<file path="config.mk">
export PLATFORM = sky130hd
export DESIGN_NAME = instr_encoder_loader
export DESIGN_NICKNAME = d
export VERILOG_FILES = /design/src/rtl/instr_encoder_loader.sv
export SDC_FILE = /design/constraint.sdc
export NUM_CORES = 1
export LEC_CHECK = 0
export ABC_CLOCK_PERIOD_IN_PS = 2100
export CORE_MARGIN = 3
export CORE_UTILIZATION = 44
export CTS_CLUSTER_SIZE = 16
export DETAILED_ROUTE_END_ITERATION = 7
export PLACE_DENSITY_LB_ADDON = 0.3
export SLEW_MARGIN = 20
export SYNTH_ARGS = -nofsm -noshare
export SYNTH_HDL_FRONTEND = slang
export SYNTH_SLANG_ARGS = --single-unit
export TNS_END_PERCENT = 30
</file>
<file path="constraint.sdc">
create_clock -name clk -period 2.1 [get_ports clk]
set_input_delay 0.42 -clock clk [delete_from_list [all_inputs] [get_ports clk]]
set_output_delay 0.42 -clock clk [all_outputs]
set_load 0.05 [all_outputs]
</file>
<file path="src/rtl/instr_encoder_loader.sv">
// Encodes R/I/LW/SW instruction requests into RV32I words and writes them
// sequentially into a word-addressed instruction memory port.
module instr_encoder_loader #(
    parameter int ADDR_W    = 8,
    parameter int DEPTH     = 256,
    parameter int BASE_ADDR = 0
) (
    input  logic              clk,
    input  logic              rst,
    input  logic              req_valid,
    output logic              req_ready,
    input  logic [1:0]        req_cls,
    input  logic [2:0]        req_funct3,
    input  logic              req_funct7b5,
    input  logic [4:0]        req_rd,
    input  logic [4:0]        req_rs1,
    input  logic [4:0]        req_rs2,
    input  logic [11:0]       req_imm,
    input  logic              flush,
    output logic              imem_we,
    output logic [ADDR_W-1:0] imem_addr,
    output logic [31:0]       imem_wdata,
    output logic [ADDR_W:0]   count,
    output logic              full
);

    typedef enum logic [1:0] {
        S_EMPTY,
        S_FILL,
        S_FULL
    } state_e;

    localparam logic [ADDR_W-1:0] BASE    = ADDR_W'(BASE_ADDR);
    localparam logic [ADDR_W:0]   DEPTH_C = (ADDR_W + 1)'(DEPTH);

    state_e              state_q;
    logic                we_q;
    logic [ADDR_W-1:0]   addr_q;
    logic [ADDR_W-1:0]   ptr_q;
    logic [31:0]         wdata_q;
    logic [31:0]         wdata_d;
    logic [ADDR_W:0]     count_q;
    logic                accept;

    assign req_ready = !rst && !flush && (state_q != S_FULL);
    assign accept    = req_valid && req_ready;

    // NOTE: default assigned first so every path drives wdata_d and no latch is inferred.
    always_comb begin
        wdata_d = 32'd0;
        unique case (req_cls)
            2'b00:   wdata_d = {1'b0, req_funct7b5, 5'b0, req_rs2, req_rs1,
                                req_funct3, req_rd, 7'b0110011};
            2'b01:   wdata_d = {req_imm, req_rs1, req_funct3, req_rd, 7'b0010011};
            2'b10:   wdata_d = {req_imm, req_rs1, 3'b010, req_rd, 7'b0000011};
            2'b11:   wdata_d = {req_imm[11:5], req_rs2, req_rs1, 3'b010,
                                req_imm[4:0], 7'b0100011};
            default: wdata_d = 32'd0;
        endcase
    end

    // NOTE: non-blocking assignments keep every register update in this block
    // order-independent, so all state advances together at the edge.
    always_ff @(posedge clk) begin
        if (rst) begin
            state_q <= S_EMPTY;
            we_q    <= 1'b0;
            addr_q  <= BASE;
            ptr_q   <= BASE;
            wdata_q <= 32'd0;
            count_q <= '0;
        end else if (flush) begin
            // Address and data registers keep their value; only the strobe is dropped.
            state_q <= S_EMPTY;
            we_q    <= 1'b0;
            ptr_q   <= BASE;
            count_q <= '0;
        end else begin
            we_q <= accept;
            if (accept) begin
                addr_q  <= ptr_q;
                ptr_q   <= ptr_q + 1'b1;
                wdata_q <= wdata_d;
                count_q <= count_q + 1'b1;
                if ((count_q + 1'b1) == DEPTH_C) begin
                    state_q <= S_FULL;
                end else begin
                    state_q <= S_FILL;
                end
            end
        end
    end

    assign imem_we    = we_q;
    assign imem_addr  = addr_q;
    assign imem_wdata = wdata_q;
    assign count      = count_q;
    assign full       = (state_q == S_FULL);

endmodule

</file>
# Yosys cells after proc, flatten, opt, wreduce, memory -nomap -nowiden
# Cells that the tools add are included.
[classes]
n_addsub = 2
mux = 2
reduce_logical = 8
n_eq_ne = 6
bitwise = 1
[ops]
columns = ["cell", "count"]
rows = [
  ["$pmux 32 s4", 1],
  ["$add 9x1->9 const B", 1],
  ["$eq 9x9->1 const B", 1],
  ["$add 8x1->8 const B", 1],
  ["$eq 2x2->1 const B", 3],
  ["$logic_and 1x1->1", 3],
  ["$eq 2x1->1 const B", 1],
  ["$logic_not 1->1", 2],
  ["$logic_not 2->1", 1],
  ["$mux 2", 1],
  ["$ne 2x2->1 const B", 1],
  ["$reduce_and 2->1", 1],
  ["$reduce_or 2->1", 1],
  ["$not 1->1", 1],
]
[totals]
output_inout_bits = 52
word_cells = 25
reg_bits = 60

# Longest topological paths before layout
[depth]
ltp_word = 5
depth_mapped = 7

# Worst setup path before layout
# Ideal clock, no wire load.
[synth_timing]
path_kind = "in2out"
from = "input rst"
to = "output req_ready"
cell_stages = 5
setup_slack_ps = -84
t_arrival_ps = 1764
n_path_buf = 3
cell_sequence = "buf_2 > or2_1 > buf_2 > buf_2 > nor2_1"
[synth_between]
elab_chain_len = 3
[synth_lines]
columns = ["item", "line", "rtl"]
rows = [
  ["start: declaration", "9", "input logic rst,"],
  ["$logic_not 1->1", "45", "assign req_ready = !rst && !flush && (state_q != S_FULL);"],
  ["$logic_and 1x1->1 (2 in a row)", "45", ""],
  ["end: declaration", "11", "output logic req_ready,"],
]
# No other way between the ends.

# Worst setup path after layout
[layout_timing]
from = "register count_q[4], in the netlist count[4]"
to = "output count[4]"
[layout_lines]
columns = ["item", "line", "rtl"]
rows = [
  ["start: declaration", "42", "logic [ADDR_W:0] count_q;"],
  ["start signal: assignment", "84", "count_q <= count_q + 1'b1;"],
  ["end: declaration", "23", "output logic [ADDR_W:0] count,"],
]
# No word-level cell between the ends.

==> impl_metrics.csv <==
group,metric,value,unit
outcome,status,"finished, final reports clean",
pwr,p_switching,564.6,uW
setup_path,crit_family,"buffers and inverters",
setup_path,cp.arrival,1.58,ns
route,antenna_left,0,
clock_network,cts.sinks,56,
worst_hold_path,hp-class,"flop to flop",
grt,grt.met3_usage,4.435,%
pwr,p_comb_share,16.9,%
route,drt_iter0_markers,76,
timing,slew_violations,0,
place,postPlaceCellArea,3430,sq um
floorplan,initial_core_util,46.84,%
setup_path,slowest_stage,"clkdlybuf4s50_1",
grt,grt_pass1_vias,2057,
floorplan,design.core.area,5270,sq um
clock_network,cts_buffer_depth,2,
setup_path,cp_max_fo,4,
pwr,p_leak,0.001342,uW
timing,tns,0,ns
setup_path,cp_slowest_stage_delay,0.84,ns
grt,grtUsageTotal,19.00,%
place,portBuffers,85,
grt,grt_util_met2,31.44,%
route,drt-total-wl,5.949,mm
setup_path,worstPathBufferInverterCount,1,
grt,grt.busiest_layer,"met2",
timing,finalCritPeriodShare,95.16,%
floorplan,die_y,80.91,um
setup_path,worst-setup-path-type,"flop to primary output",
floorplan,num_rows,26,
clock_network,holdBufCountCts,0,
pwr,ir_drop,0.0004017,V
clock_network,post_cts_buffers,0,
yosys,synth_cell_types,41,
place,place_congestion,0.7868,
layout,fill_cells,451,
yosys,synth-edff-count,0,
layout,n_antenna_cell,0,
grt,antenna_found_initial,0,
layout,nets,424,
yosys,async_flop_share,0,%
grt,grt_overflow,0,
yosys,netlist_instances,291,
clock_network,root_buffer,"clkbuf_8",
floorplan,die_area,6546,sq um
layout,layout_common_cells,"79 x clkdlybuf4s50_1, 56 x dfxtp_1, 44 x nand2_1",
clock_network,clk_pin_slew,0.10,ns
clock_network,numCtsBuffers,5,
flow_run,cap_violations,0,
timing,hold_viol_final,0,
setup_path,cp.required,1.68,ns
timing,setup-violations-final,0,
route,dr_total_vias,2246,
layout,area_growth,43.74,%
setup_path,worstPathCellList,"clkdlybuf4s50_1",
grt,grt_max_degree,23,
timing,min_period,1.998,ns
clock_network,cts_tree,"done",
route,drcViolationCount,0,
yosys,seq_area_frac_synth,45.41,%
pwr,swShare,26.01,%
timing,rsz0062_at_grt,"no",
setup_path,reg2reg_slack,0.37,ns
grt,use_met1,25.14,%
pwr,p_clk_share,32.2,%
layout,final_area,3548,sq um
clock_network,clock_latency,0.30,ns
route,via_per_inst,4.980,
route,drtPass1Iterations,4,
place,hpwl,4.396,mm
layout,drive_above_1_share,10.24,%
setup_path,endpoint_kind,"primary output",
timing,max_freq,0.5004,GHz
pwr,powerDensity,611.7,nW/um^2
yosys,yosysWarnings,0,
yosys,synth-main-ff-cell,"dfxtp_1",
yosys,netlist_area,2469,sq um
pwr,seq_power_share,50.9,%
clock_network,cts-resized-gates,0,
pwr,p_int,1606,uW
clock_network,htreeDepth,2,
yosys,syn_area_per_cell,8.483,sq um
route,wl_per_cell,13.19,um
yosys,ys_ff_latch,56,
floorplan,fp.dieW,80.91,um
floorplan,num_io_pins,89,
layout,final_common_cell,"clkdlybuf4s50_1",
timing,worstMarginPinSlew,0.5264,ns
timing,fin_skew,0.009995,ns
setup_path,cp-start-kind,"flop",
timing,slew_headroom,64.80,%
grt,grt_pass1_wl,9.873,mm
power groups by stage:
| stage | combinational (uW) | clock [uW] | sequential (uW) |
|---|---|---|---|
| 2_1_floorplan | 128 | 0 | 1210 |
| 3_3_place_gp | 364 | 0 | 1130 |
| 3_5_place_dp | 368 | 0 | 1130 |
| 4_1_cts | 369 | 735 | 1100 |
| 5_1_grt | 393 | 769 | 1110 |
| 6_report | 367 | 699 | 1100 |
layer usage:
layer  vias to the layer above  wire [um]
li1                       1159          -
met1                      1025       2665
met2                        60       2887
met3                         2        371
met4                         0         25
met5                         -          0
registers in the layout, summed over array words and instances (netlist names):
register / flops
imem_we: 1
state_q: 2
count: 9
imem_addr: 8
ptr_q: 8
imem_wdata: 28
cell usage after synthesis, types with 2 or more instances:
master,n,area [sq um]
ha_1,7,87.58
nand3_2,2,20.02
buf_6,2,22.52
inv_1,4,15.01
buf_2,10,50.05
or3_1,2,12.51
nor3_1,18,90.09
nor2_1,42,157.7
xnor2_1,6,52.55
nand4_1,7,43.79
buf_4,7,52.55
nand2_1,44,165.2
clkbuf_1,4,15.01
nor3_2,2,20.02
dfxtp_1,56,1121
a221oi_1,11,96.34
a21oi_1,22,110.1
mux2i_1,2,20.02
nand3_1,10,50.05
xor2_1,12,105.1
final timing paths:
kind                             startpoint                         to  cells after the start
setup / recovery      count[4]$_SDFFE_PP0N_                   count[4]                      1
hold / removal    imem_addr[5]$_SDFFE_PP0P_  imem_addr[5]$_SDFFE_PP0P_                      2
setup reg to reg      count[0]$_SDFFE_PP0N_    state_q[1]$_SDFFE_PP0N_                      6
hold reg to reg   imem_addr[5]$_SDFFE_PP0P_  imem_addr[5]$_SDFFE_PP0P_                      2
worst min-delay path, cell delays in order (launching register included):
cell,delay [ns]
dfxtp_1,0.32
nand2_1,0.05
a21oi_1,0.05
cell type report:
cell class	count	area, sq um	share of cell area, %
clock inverters	2	38.79	1.093
clock buffers	6	72.57	2.045
inverters	5	18.77	0.5289
flip-flops and latches	56	1121	31.59
well taps	70	87.58	2.468
repair buffers	103	1011	28.49
multi-input cells	209	1199	33.78
stage by stage:
stage / setup WS (ns) / total power [uW] / std cells / hold WS, ns / utilization, %
after detailed placement: -0.1167 / 1497 / 443 / 0.4460 / 65.08
after CTS: 0.005701 / 2209 / 451 / 0.4607 / 67.19
after floorplan: 0.1446 / 1336 / 293 / 0.4444 / -
final: 0.1016 / 2170 / 451 / 0.4572 / 67.33
after global routing: 0.03939 / 2270 / 451 / 0.4773 / 67.33
after global placement: -0.04541 / 1491 / 443 / 0.4378 / 65.08
kinds of logic (layout without fill, tap and decap cells):
group,Yosys count,count (layout),share of synthesized area (%)
other,1,3,0.1519
and+or+nand+nor,140,140,27.02
AOI/OAI and AO/OA,39,39,10.24
buffers and inverters,28,116,6.436
DFF,56,56,45.41
xor gates and xnor gates,18,18,6.386
adders and majority gates,7,7,3.548
muxes,2,2,0.8110
(Power assumes the default switching activity.)
